==> config.mk <==
export PLATFORM = sky130hd
export DESIGN_NAME = pwm_encoder
export DESIGN_NICKNAME = d
export VERILOG_FILES = /design/src/rtl/pwm_encoder.sv
export SDC_FILE = /design/constraint.sdc
export NUM_CORES = 1
export LEC_CHECK = 0
export BUFFER_PORTS_ARGS = -buffer_cell sky130_fd_sc_hd__buf_4
export CORE_UTILIZATION = 45
export DETAILED_ROUTE_END_ITERATION = 10
export PLACE_DENSITY = 0.66
export SETUP_SLACK_MARGIN = 0.2
export SYNTH_ARGS = -nofsm -noshare
export SYNTH_HDL_FRONTEND = slang
export SYNTH_SLANG_ARGS = --single-unit
export TNS_END_PERCENT = 50
==> constraint.sdc <==
create_clock -name clk -period 3.4 [get_ports clk]
set_clock_uncertainty 0.05 [all_clocks]
set_input_delay 0.34 -clock clk [delete_from_list [all_inputs] [get_ports clk]]
set_output_delay 0.34 -clock clk [all_outputs]
set_load 0.02 [all_outputs]
==> src/rtl/pwm_encoder.sv <==
// pwm_encoder
// Turns a duty value into a pin-level bit stream. Over each frame of CYCLES
// clocks, the number of high cycles equals the duty value. There are two
// modulation styles: PWM (one contiguous high run) and first-order
// sigma-delta (ones spread across the frame).
// New duty values arrive on a ready/valid port and wait in a pending buffer.
// They are moved into the active register only at a frame boundary.
//
// Ports:
//   clk          clock
//   rst          synchronous active-high reset
//   duty         requested high cycles per frame (saturated to CYCLES)
//   duty_valid   duty is presented
//   duty_ready   pending buffer empty; transfer on valid && ready
//   mode         0 = PWM, 1 = sigma-delta (sampled at the frame boundary)
//   out          modulated output, registered
//   frame_start  one-cycle pulse aligned with position 0 of each frame on out

module pwm_encoder #(
    parameter int CYCLES = 500,
    parameter int WIDTH  = 16
) (
    input  logic             clk,
    input  logic             rst,
    input  logic [WIDTH-1:0] duty,
    input  logic             duty_valid,
    output logic             duty_ready,
    input  logic             mode,
    output logic             out,
    output logic             frame_start
);

    localparam int PW = $clog2(CYCLES);       // frame position
    localparam int DW = $clog2(CYCLES + 1);   // holds 0..CYCLES
    localparam int AW = $clog2(2 * CYCLES);   // holds acc + active without overflow

    localparam logic [PW-1:0]    LAST   = PW'(CYCLES - 1);
    localparam logic [DW-1:0]    FULL_D = DW'(CYCLES);
    localparam logic [WIDTH-1:0] FULL_W = WIDTH'(CYCLES);
    localparam logic [AW-1:0]    FULL_A = AW'(CYCLES);

    logic [PW-1:0] pos;
    logic [DW-1:0] active;
    logic [DW-1:0] pending;
    logic          active_mode;
    logic          pending_full;
    logic [AW-1:0] acc;

    logic          boundary;
    logic [AW-1:0] sum;
    logic [AW-1:0] acc_next;
    logic          sd_bit;
    logic          pwm_bit;
    logic          bit_now;
    logic [DW-1:0] duty_sat;

    always_comb begin
        boundary = (pos == LAST);
        sum      = acc + AW'(active);
        sd_bit   = (sum >= FULL_A);
        acc_next = sd_bit ? (sum - FULL_A) : sum;
        pwm_bit  = (DW'(pos) < active);
        bit_now  = active_mode ? sd_bit : pwm_bit;
        duty_sat = (duty >= FULL_W) ? FULL_D : DW'(duty);
    end

    assign duty_ready = ~pending_full;

    always_ff @(posedge clk) begin
        if (rst) begin
            pos          <= '0;
            active       <= '0;
            pending      <= '0;
            active_mode  <= 1'b0;
            pending_full <= 1'b0;
            acc          <= '0;
            out          <= 1'b0;
            frame_start  <= 1'b0;
        end else begin
            // out and frame_start describe the position that pos held before this edge.
            out         <= bit_now;
            frame_start <= (pos == '0);

            if (boundary) begin
                pos         <= '0;
                acc         <= '0;
                active_mode <= mode;
                if (pending_full) begin
                    active       <= pending;
                    pending_full <= 1'b0;
                end
            end else begin
                pos <= pos + 1'b1;
                acc <= acc_next;
            end

            // This branch runs only while pending is empty, so it never
            // conflicts with the boundary branch that clears pending_full.
            if (duty_valid && !pending_full) begin
                pending      <= duty_sat;
                pending_full <= 1'b1;
            end
        end
    end

endmodule

Word-level counts from Yosys, hierarchy flattened
Index checks and enable logic that the tools add are counted.
{ "totals": {"register_bits": 41, "ram_bits": 0, "rom_bits": 0, "memories": 0, "out_inout_bits": 3, "latchBits": 0, "elab_cells": 27} }
{ "classes": {"magnitude_cmp": 3, "n_div": 0, "n_mux": 5, "reduce_logical": 6, "add_sub_neg": 3, "n_mul": 0, "eq_ne": 1, "n_shift": 0, "bitwise_logic": 1} }
{ "ops": {"columns": ["op", "n"], "rows": [
  [">= comparator 16 x 9 -> 1 bit (second input constant)", 1],
  ["adder 10 x 9 -> 10 bit", 1],
  [">= comparator 10 x 9 -> 1 bit (second input constant)", 1],
  ["two-way mux 10 bit", 1],
  ["subtractor 10 x 9 -> 10 bit (second input constant)", 1],
  ["adder 9 x 1 -> 9 bit (second input constant)", 1],
  ["equality test 9 bit (second input constant)", 1],
  ["logical NOT 9 bit", 1],
  ["less-than comparator 9 bit", 1],
  ["two-way mux 9 bit", 1],
  ["two-way mux 1 bit", 3],
  ["AND reduction 2 bit", 1],
  ["nonzero test 2 bit", 1],
  ["OR reduction 2 bit", 1],
  ["logical AND 1 bit", 1],
  ["logical NOT 1 bit", 1],
  ["inverter 1 bit", 1]
]} }

Depth between registers and ports, before layout
Gate-level depths: netlist of run 1.
{ "logic_depth": {"ltp_word": 3, "mapped_depth": 11} }

Least setup slack after synthesis of run 1
Ideal clock, no wire load.
{ "synth_timing": {"path_kind": "register -> register", "startpoint": "register active[0]", "endpoint": "register acc[5]", "path_buffers": 0, "synth_period_minus_slack_ps": 2524, "stages_incl_launch_ff": 12, "t_arrival_ps": 2404, "setup_time_ps": 70, "path_slack_ps": 876, "cell_sequence": "dfxtp_1 > ha_1 > inv_1 > fa_1 > xnor2_1 > inv_1 > ha_1 > nand2_1 > and4_4 > a31oi_4 > or3_1 > a21oi_1"} }
{ "synth_via": {"elab_chain_cells": 3, "word_cells_on_any_way": 4, "cone_classes": "2 x add/sub; 1 x order compare; 1 x mux"} }
{ "synth_rtl": {"columns": ["element", "line_no", "text"], "rows": [
  ["start, declared", "43", "logic [DW-1:0] active;"],
  ["start signal, assigned", "89", "active <= pending;"],
  ["adder 10 x 9 -> 10 bit (*)", "59", "sum = acc + AW'(active);"],
  ["subtractor 10 x 9 -> 10 bit or >= comparator 10 x 9 -> 1 bit (tied branches)", "61, 60", null],
  ["two-way mux 10 bit (*)", "61", "acc_next = sd_bit ? (sum - FULL_A) : sum;"],
  ["end signal, assigned", "94", "acc <= acc_next;"],
  ["end, declared", "47", "logic [AW-1:0] acc;"]
]} }
Mark *: on every way between the ends. The rest lies on a longest branch, timed or not.
A chain may end at the register's enable or synchronous reset.

Worst setup path in the final report of run 1
Same ends and word-level chain as after synthesis.

==> metrics.md, run 1 <==
| Metric | Value |
|---|---|
| Die Wd | 74.03 um |
| Status | complete, no violations |
| # resized after CTS | 0 |
| Leading cell types in the layout, fill and taps excluded | 46 x nor2_1, 41 x dfxtp_1, 23 x buf_4 |
| GR Util All Layers | 19.58% |
| Ant diodes | 0 |
| Grt met3 use | 4.065% |
| Final Max Slew Viols | 0 |
| Cts bufs inserted | 5 |
| Pwr/cell area | 334.6 mW/mm^2 |
| Top delay family on crit path | adder cells |
| Hold Path Class | in -> reg |
| MaxCap Viol Count | 0 |
| Post-synth EDFFs | 0 |
| Max Clock Freq | 357.3 MHz |
| Die Y | 74.03 um |
| GP Congestion | 0.7636 |
| Max Fanout on Critical Path | 9 |
| GRT met1 Usage | 26.33% |
| Leak pwr | 0.001158 uW |
| Grt total ovfl | 0 |
| Area of the core | 0.004848 mm^2 |
| Number of port buffers | 22 |
| Tot Pwr | 888.3 uW |
| Slew margin rel. | 59.97% |
| DRC viols | 0 |
| Busiest grt layer | met2 |
| Synth async-reset ratio | 0% |
| Setup Fix Bufs, Post-CTS | 0 |
| Crit path buf inv count | 2 |
| Vias | 1,930 |
| FF+latch count, synth | 41 |
| Post-DRT Antenna Nets | 0 |
| Final net count | 332 |
| VDD IR max | 237.1 uV |
| Slowest-stage cell, CP | fa_1 |
| DR WL/cell | 12.95 um |
| RSZ-0062 raised after global routing | no |
| TNS Setup | 0 ps |
| Layout area overhead | 13.72% |
| Boundary Pins | 23 |
| Starting Density | 48.15% |
| First-pass GRT wire length | 8169 um |
| Final Hold Vio Count | 0 |
| Detailed placement HPWL | 3560 um |
| Die area | 0.005480 mm^2 |
| GR Layer Usage met2 | 30.51% |
| CTS sink cnt | 41 |
| Worst EP arrival | 2970 ps |
| Syn_nets | 308 |
| Cell Area, Synth | 0.002335 mm^2 |
| Worst Tran Pin Value | 593.0 ps |
| Crit. End Element | flip-flop |
| H-tree lvl count | 2 |
| Setup CP Type | reg -> reg |
| Worst-path cell chain | ha_1 > inv_1 > fa_1 > xnor2_1 > inv_1 > ha_1 > nand2_1 > and4_4 > a31oi_4 > or3_1 > a21oi_1 |
| Iteration-0 DRC Markers | 93 |
| Period utilization | 82.32% |
| Initial antenna violation count | 0 |
| DRT Pass-1 Iters | 4 |
| Crit path time final | 2799 ps |
| CTS Root Cell | clkbuf_8 |
| CP required | 3570 ps |
| Clk slew on worst S/H paths | 80 ps |
| Vias per cell | 5.391 |
| CP peak stage delay | 460 ps |
| Final WL | 4635 um |
| Seq/Total Area, Yosys | 35.16% |
| Core Rows | 25 |
| Final setup viols | 0 |
| Top FF cell, synth | dfxtp_1 |
| Worst-skew pair later-pin latency | 290 ps |
| Unique cell type count in the Yosys netlist | 52 |
| # hold bufs at CTS | 0 |
| Post-Syn Instances | 266 |
| Syn Area/Cell | 8.777 um^2 |
| Number of synthesis warnings | 0 |
| Share of layout cells above drive strength 1 | 14.43% |
| Critical Path Start Type | flip-flop |
| Commonest non-fill, non-tap cell in the layout | nor2_1 |
| CTS tree | done |
| Pin count of the biggest net entering global routing | 25 |
| Clock Path Buffers | 2 |
| Vias in the first global route | 1,787 |
[where the power goes]
part | total [uW] | switching [uW] | internal [uW]
Sequential | 503 | 10.4 | 493
Combinational | 74.3 | 37.1 | 37.2
Clock | 311 | 166 | 145
Total | 888 | 214 | 674
[Yosys cell counts (2+ instances only)]
library cell   n  area (um^2)
a211oi_1       3        22.52
a21o_1         4        30.03
a21oi_1       12        60.06
a221oi_1       2        17.52
a22oi_1        4        30.03
and2_1         2        12.51
and3_1         2        12.51
clkbuf_1       5        18.77
dfxtp_1       41        820.8
ha_1          21        262.8
inv_1         18        67.56
mux2i_1       11        110.1
nand2_1       11        41.29
nand2b_1       3        18.77
nand3_1        6        30.03
nand3b_1       2        15.01
nand4_1        4        25.02
nor2_1        46        172.7
nor2b_1        3        18.77
nor3_1         8        40.04
nor3b_1        3        22.52
nor4_1         4        25.02
o21ai_0        6        30.03
o21ai_1        2        10.01
or2_2          2        12.51
or3_1          4        25.02
xnor2_1        8        70.07
xor2_1         5        43.79
[through the flow]
stage	util (%)	hold WS (ps)	area (um^2)	std cells	worst slack [ps]
6_report	54.76	231.9	2655	358	601.3
3_3_place_gp	52.95	420.4	2567	350	744.1
5_1_grt	54.76	216.3	2655	358	380.9
4_1_cts	54.76	221.7	2655	358	603.2
3_5_place_dp	52.95	433.7	2567	350	642.7
2_1_floorplan	-	369.3	2335	266	875.8
[state kept, by name, summed over array words and instances, names as in the netlist]
register	count
pending_full	1
pending	9
acc	10
active	9
pos	9
frame_start	1
out	1
active_mode	1
[worst min-delay path: stages]
cell and delay, ps:
buf_4 80, a22oi_1 50, nor2_1 70
[final timing paths]
path	start	to	slack, ps	depth (start not counted)
min	duty[1]	pending[1]$_SDFFE_PP0P_	230	3
max reg2reg	active[0]$_SDFFE_PP0P_	acc[5]$_SDFF_PP0_	600	11
max	active[0]$_SDFFE_PP0P_	acc[5]$_SDFF_PP0_	600	11
min reg2reg	pending[2]$_SDFFE_PP0P_	active[2]$_SDFFE_PP0P_	450	2
[routing by layer]
metal  vias to the layer above  share of wire (%)
li1                        988                  -
met1                       889                 49
met2                        43                 44
met3                        10                3.9
met4                         0                2.5
met5                         -                  0
[kinds of logic (layout without fill, tap and decap cells)]
kind of cell	after synthesis	after routing	share of synthesized area [%]
AO/OA/AOI/OAI	48	48	15.86
adder cells (fa/ha/maj)	22	22	12.11
AND/OR/NAND/NOR	106	106	22.67
XOR/XNOR	14	14	5.574
multiplexers	11	11	4.716
buffers and inverters	24	49	3.912
flip-flops	41	41	35.16
[final cells by class]
type	count	area, um^2
Clock buffer	6	72.57
Clock inverter	2	15.01
Fill cell	474	2193
Inverter	18	67.56
Multi-Input combinational cell	201	1423
Sequential cell	41	820.8
Tap cell	67	83.83
Timing Repair Buffer	23	172.7
Power figures use the tool's default switching activity.
==> run 2: changes to the inputs <==
==> constraint.sdc (replaced) <==
create_clock -name clk -period 2.9 [get_ports clk]
set_clock_uncertainty 0.05 [all_clocks]
set_input_delay 0.29 -clock clk [delete_from_list [all_inputs] [get_ports clk]]
set_output_delay 0.29 -clock clk [all_outputs]
set_load 0.02 [all_outputs]
==> metrics.md, run 2 (synthesis gave the netlist of run 1 again) <==
| Metric | Value |
|---|---|
| Die area | 0.005480 mm^2 (unchanged) |
| Max Clock Freq | 381.3 MHz (+6.7%) |
| Final Cell Area | 0.002786 mm^2 (+4.9%) |
| Grt total ovfl | 0 (unchanged) |
| Final net count | 338 (+1.8%) |
| GP Congestion | 0.7633 (about the same) |
| MaxCap Viol Count | 0 (unchanged) |
| Worst-skew pair later-pin latency | 290 ps (about the same) |
| First-pass GRT wire length | 8314 um (+1.8%) |
| Initial antenna violation count | 0 (unchanged) |
| Die Wd | 74.03 um (unchanged) |
| Vias in the first global route | 1,810 (+1.3%) |
| Fillers | 463 (-2.3%) |
| Ant diodes | 0 (unchanged) |
| DRT Pass-1 Iters | 4 (unchanged) |
| Pwr/cell area | 374.4 mW/mm^2 (+12%) |
| Final Max Slew Viols | 0 (unchanged) |
| GR Util All Layers | 19.89% (+0.31 points) |
| Status | complete, no violations |
| DRC viols | 0 (unchanged) |
| Cts bufs inserted | 5 (unchanged) |
| Iteration-0 DRC Markers | 71 (-24%) |
| CP required | 3080 ps (-490 ps) |
| Commonest non-fill, non-tap cell in the layout | nor2_1 |
| Clk slew on worst S/H paths | 80 ps (about the same) |
| Max Fanout on Critical Path | 5 (-4) |
| Worst Tran Pin Value | 565.4 ps (-27.58 ps) |
| Top delay family on crit path | compound AO/OA/AOI/OAI gates |
| Boundary Pins | 23 (unchanged) |
| Crit. End Element | flip-flop |
| Multi-input logic area | 0.001514 mm^2 (+6.4%) |
| H-tree lvl count | 2 (unchanged) |
| Final Hold Vio Count | 0 (unchanged) |
| Hold Path Class | in -> reg |
| Number of flip-flops in the largest register | 10 (unchanged) |
| Crit path buf inv count | 1 (-1) |
| VDD IR max | 325.8 uV (+37%) |
| Vias | 1,928 (-0.10%) |
| Non-Filler Instances | 364 (+1.7%) |
| Post-placement cell area | 0.002567 mm^2 (unchanged) |
| Detailed placement HPWL | 3602 um (+1.2%) |
| Worst-path cell chain | ha_4 > inv_1 > fa_2 > nor2b_4 > o31a_1 > o311ai_4 > and4_4 > a31oi_4 > or3_1 > a21oi_1 |
| Leading cell types in the layout, fill and taps excluded | 46 x nor2_1, 39 x dfxtp_1, 28 x buf_4 |
| Die Y | 74.03 um (unchanged) |
| Worst EP arrival | 2800 ps (-170 ps) |
| TNS Setup | 0 ps (unchanged) |
| Setup CP Type | reg -> reg |
| Leak pwr | 0.001210 uW (+4.5%) |
| CTS Root Cell | clkbuf_8 |
| Slowest-stage cell, CP | or3_1 |
| Top reg by flops | acc |
| DR WL/cell | 13.43 um (+3.7%) |
| Area of the core | 0.004848 mm^2 (unchanged) |
| CTS tree | done |
| Placed cell count | 350 (unchanged) |
| RSZ-0062 raised after global routing | yes |
| Starting Density | 48.15% (unchanged) |
| Share of layout cells above drive strength 1 | 20.20% (+5.8 points) |
| Crit path time final | 2623 ps (-176.0 ps) |
| Slew margin rel. | 61.83% (+1.9 points) |
| Vias per cell | 5.297 (-1.8%) |
| Pin count of the biggest net entering global routing | 25 (unchanged) |
| Post-DRT Antenna Nets | 0 (unchanged) |
| Storage element area | 823.3 um^2 (+0.30%) |
| Critical Path Start Type | flip-flop |
| Final WL | 4887 um (+5.4%) |
| CTS sink cnt | 41 (unchanged) |
| Clock Path Buffers | 2 (unchanged) |
| Core Rows | 25 (unchanged) |
| Period utilization | 90.44% (+8.1 points) |
| CP peak stage delay | 370 ps (-90 ps) |
| Number of port buffers | 22 (unchanged) |
| Final setup viols | 0 (unchanged) |
| Layout area overhead | 19.35% |
| WHS | 177.1 ps (-54.80 ps) |
## run 2: changes by cell type in the layout (fill, tap and decap cells not counted), moves of 2 or more
cell | before | now
dfxtp_1 | 41 | 39
dfxtp_2 | 0 | 2
ha_4 | 0 | 2
a21oi_2 | 1 | 3
a21oi_1 | 12 | 10
buf_4 | 23 | 28
ha_1 | 21 | 18
## run 2: stage by stage
step           util [%]  power, uW  setup WS (ps)
2_1_floorplan         -      650.9          375.8
3_3_place_gp      52.95      689.1          244.1
3_5_place_dp      52.95      690.9          120.1
4_1_cts           55.35       1055          232.4
5_1_grt           57.47       1095          168.4
6_report          57.47       1043          277.3
## run 2: timing repair
item / 4_1_cts / 5_1_grt
gates resized for setup: 3 / 12
endpoints found under the setup margin: 2 / 7
hold buffers: 0 / 0
pin swaps: 2 / 8
setup buffers: 2 / 3
cloned: 0 / 1
## run 2: per-layer routing
| metal | up-vias | global-route usage [%] | share of wire, % |
|---|---|---|---|
| met5 | - | 0 | 0 |
| met2 | 35 | 30.61 | 44 |
| li1 | 1005 | - | - |
| met4 | 0 | 8.333 | 2.6 |
| met3 | 12 | 4.201 | 2.9 |
| met1 | 876 | 27.00 | 50 |
## run 2: area by class of cell
| class | count | share of cell area (%) |
|---|---|---|
| Clock buffer | 6 | 2.604 |
| Multi-Input combinational cell | 202 | 54.33 |
| Clock inverter | 2 | 0.5388 |
| Inverter | 18 | 2.425 |
| Tap cell | 67 | 3.009 |
| Timing Repair Buffer | 28 | 7.544 |
| Sequential cell | 41 | 29.55 |
## run 2: where the power goes
| group | switching, uW | internal, uW | leakage (uW) |
|---|---|---|---|
| combinational | 45.4 | 45.3 | 0.000838 |
| clock | 193 | 169 | 0.0000374 |
| sequential | 12.4 | 578 | 0.000335 |
## run 2: worst paths after layout
path,from,endpoint,slack (ps),depth (start not counted)
max reg2reg,active[0]$_SDFFE_PP0P_,acc[5]$_SDFF_PP0_,280,10
min reg2reg,pending[2]$_SDFFE_PP0P_,pending[2]$_SDFFE_PP0P_,450,2
min,duty[1],pending[1]$_SDFFE_PP0P_,180,3
max,active[0]$_SDFFE_PP0P_,acc[5]$_SDFF_PP0_,280,10
## run 2: tightest hold or removal path, stage by stage
cell	delay (ps)
buf_4	80
a22oi_1	50
nor2_1	70
==> run 3: changes to the inputs <==
--- a/config.mk
+++ b/config.mk
@@ -5,9 +5,11 @@
 export SDC_FILE = /design/constraint.sdc
 export NUM_CORES = 1
 export LEC_CHECK = 0
+export ABC_AREA = 1
 export BUFFER_PORTS_ARGS = -buffer_cell sky130_fd_sc_hd__buf_4
 export CORE_UTILIZATION = 45
 export DETAILED_ROUTE_END_ITERATION = 10
+export MAX_ROUTING_LAYER = met4
 export PLACE_DENSITY = 0.66
 export SETUP_SLACK_MARGIN = 0.2
 export SYNTH_ARGS = -nofsm -noshare
==> metrics.md, run 3 <==
| Metric | Value |
|---|---|
| Tot Pwr | 1153 uW (+11%) |
| Syn Area/Cell | 7.359 um^2 (-16%) |
| Vias | 2,163 (+12%) |
| Detailed placement HPWL | 4272 um (+19%) |
| Area leader, netlist | dfxtp_1 |
| RSZ-0062 raised after global routing | no |
| Top-area cell type share of the netlist area | 32.24% (-2.9 points) |
| Final net count | 412 (+22%) |
| Hold Crit Depth | 2 (-1) |
| Ant diodes | 0 (unchanged) |
| Number of flip-flops in the largest register | 10 (unchanged) |
| Final Hold Vio Count | 0 (unchanged) |
| Core Rows | 27 (+8.0%) |
| Sw Share | 23.69% (-0.35 points) |
| First-pass GRT wire length | 9011 um (+8.4%) |
| Worst r2r src | active[0]$_SDFFE_PP0P_ |
| Worst R2R Setup Slack | 630 ps (+350 ps) |
| # hold bufs at CTS | 0 (unchanged) |
| TNS Setup | 0 ps (unchanged) |
| Hold Path Class | in -> reg |
| Worst hold start | rst |
| Post-synth EDFFs | 0 (unchanged) |
| Setup CP Type | reg -> reg |
| FF-to-FF path depth | 16 (+6) |
| Post-Syn Instances | 346 (+30%) |
| Hold Path Sink | out$_SDFF_PP0_ |
| Post-DRT Antenna Nets | 0 (unchanged) |
| Number of port buffers | 22 (unchanged) |
| Cts bufs inserted | 5 (unchanged) |
| Combinational group share of total power | 7.8% (-0.9 points) |
| Sw power | 273.1 uW (+8.9%) |
| Status | complete, no violations |
| Boundary Pins | 23 (unchanged) |
| Placed cell count | 435 (+24%) |
| CTS sink cnt | 41 (unchanged) |
| Pwr/cell area | 398.4 mW/mm^2 (+6.4%) |
| MaxCap Viol Count | 0 (unchanged) |
| Layout area overhead | 13.66% |
| Worst-skew pair later-pin latency | 300 ps (about the same) |
| Most frequent cells after synthesis | 62 x inv_1, 62 x nand2_1, 41 x dfxtp_1, 26 x nor2_1, 25 x a21oi_1 |
| Vias per cell | 4.883 (-7.8%) |
| Leading cell types in the layout, fill and taps excluded | 62 x inv_1, 62 x nand2_1, 41 x dfxtp_1 |
| VDD IR max | 312.5 uV (-4.1%) |
| Die Y | 77.22 um (+4.3%) |
| Flop pwr share | 51.1% (-5.5 points) |
| Die Wd | 77.22 um (+4.3%) |
| Leak pwr | 0.001335 uW (+10%) |
| Slew margin rel. | 56.46% (-5.4 points) |
| Pin count of the biggest net entering global routing | 22 (-12%) |
| CP required | 3060 ps (-20 ps) |
| GP Congestion | 0.8321 (+9.0%) |
| Top reg by flops | acc |
| Vias in the first global route | 2,013 (+11%) |
| Reg-to-reg endpoint | acc[8]$_SDFF_PP0_ |
| Die area | 0.005963 mm^2 (+8.8%) |
| Seq/Total Area, Yosys | 32.24% (-2.9 points) |
| Period utilization | 78.36% (-12 points) |
| Crit. End Element | flip-flop |
| Crit path time final | 2273 ps (-350.2 ps) |
| Fillers | 551 (+19%) |
| Final Max Slew Viols | 0 (unchanged) |
| CTS Root Cell | clkbuf_8 |
| Clk pwr share | 41.0% (+6.3 points) |
| H-tree lvl count | 2 (unchanged) |
| DR WL/cell | 11.89 um (-11%) |
| Final WL | 5268 um (+7.8%) |
| Clock Path Buffers | 2 (unchanged) |
| DRC viols | 0 (unchanged) |
| Area of the core | 0.005473 mm^2 (+13%) |
| Syn_nets | 388 (+26%) |
| Iteration-0 DRC Markers | 118 (+66%) |
| Max Clock Freq | 440.0 MHz (+15%) |
| Cell Area, Synth | 0.002546 mm^2 (+9.1%) |
| Final setup viols | 0 (unchanged) |
| Worst Tran Pin Value | 652.4 ps (+87.02 ps) |
| Initial antenna violation count | 0 (unchanged) |
| Non-Filler Instances | 443 (+22%) |
| Critical Path Start Type | flip-flop |
| Top cells by area, synth | dfxtp_1 32%, ha_1 10%, inv_1 9.1% |
| Unique cell type count in the Yosys netlist | 33 (-37%) |
| Number of synthesis warnings | 0 (unchanged) |
| Grt total ovfl | 0 (unchanged) |
| DRT Pass-1 Iters | 4 (unchanged) |
| CTS tree | done |
| # resized after CTS | 0 (-3) |
| Starting Density | 46.52% (-1.6 points) |
| Top FF cell, synth | dfxtp_1 |
| Setup Fix Bufs, Post-CTS | 0 (-2) |
| Share of layout cells above drive strength 1 | 18.33% (-1.9 points) |
| GR Util All Layers | 19.64% (-0.25 points) |
| Worst EP arrival | 2430 ps (-370 ps) |
| FF+latch count, synth | 41 (unchanged) |
| Internal Power | 879.8 uW (+11%) |
| Max Fanout on Critical Path | 10 (+5) |
| Synth async-reset ratio | 0% (unchanged) |
| Clk slew on worst S/H paths | 90 ps (about the same) |
## run 3: cell count changes after synthesis, sizes merged, moves of 9 or more
cell / delta
nand3: +12
o21ai: +10
nand2: +67
nor2: -17
xnor2: -9
mux2i: -11
a21oi: +21
inv: +46
## run 3: kinds of logic after synthesis
group           share of synthesized area [%]
compound gates                          15.53
xor+xnor                                2.408
flops                                   32.24
simple gates                            28.21
buf+inv                                 10.52
fa+ha+maj                               11.11
## run 3: area by class of cell
type                            instances  area, um^2  share of cell area [%]
Timing Repair Buffer                   22       165.2                   5.707
Inverter                               66       247.7                   8.560
Tap cell                               72       90.09                   3.113
Multi-Input combinational cell        234        1458                   50.37
Clock buffer                            5       68.82                   2.378
Clock inverter                          3       43.79                   1.513
Sequential cell                        41       820.8                   28.36
## run 3: how the worst max path moves through the flow
| stage | start | to | slack [ps] | depth (start not counted) |
|---|---|---|---|---|
| 2_1_floorplan | active[0]$_SDFFE_PP0P_ | acc[7]$_SDFF_PP0_ | 800 | 14 |
| 3_3_place_gp | active[0]$_SDFFE_PP0P_ | acc[7]$_SDFF_PP0_ | 700 | 14 |
| 3_5_place_dp | active[0]$_SDFFE_PP0P_ | acc[7]$_SDFF_PP0_ | 630 | 14 |
| 4_1_cts | active[0]$_SDFFE_PP0P_ | acc[2]$_SDFF_PP0_ | 620 | 13 |
| 5_1_grt | active[0]$_SDFFE_PP0P_ | acc[6]$_SDFF_PP0_ | 400 | 13 |
| 6_report | active[0]$_SDFFE_PP0P_ | acc[8]$_SDFF_PP0_ | 630 | 16 |
## run 3: per-layer routing
metal  share of wire, %  track usage, %
met2                 45           32.21
met5                  0               -
met3                3.8           3.929
met1                 49           24.44
met4                1.4           5.283
## run 3: worst max-delay path: stages (launching register included)
cell,delay (ps)
dfxtp_1,340
ha_1,190
inv_1,60
fa_1,380
inv_1,60
nand2_1,70
nand2_1,140
inv_1,70
ha_1,190
nand3_1,80
nand2_1,80
nand4_4,170
nand2_8,110
nand2_2,70
nand2_1,40
nand2_1,50
inv_1,30
## run 3: power by group through the flow
stage,logic (uW),registers [uW],clock network (uW)
after floorplan,50.4,603,0
after global placement,89.8,602,0
after detailed placement,91.4,602,0
after CTS,91.5,589,478
after global routing,103,591,500
final,90.5,589,473
## run 3: metrics by stage
| step | setup slack, ps | hold slack, ps | area (um^2) | utilization (%) |
|---|---|---|---|---|
| after CTS | 616.6 | 100.8 | 2894 | 52.88 |
| after global routing | 403.6 | 100.8 | 2894 | 52.88 |
| after detailed placement | 625.4 | 402.4 | 2781 | 50.82 |
| after global placement | 696.6 | 399.9 | 2781 | 50.82 |
| final | 627.5 | 105.1 | 2894 | 52.88 |
| after floorplan | 802.7 | 302.4 | 2546 | - |
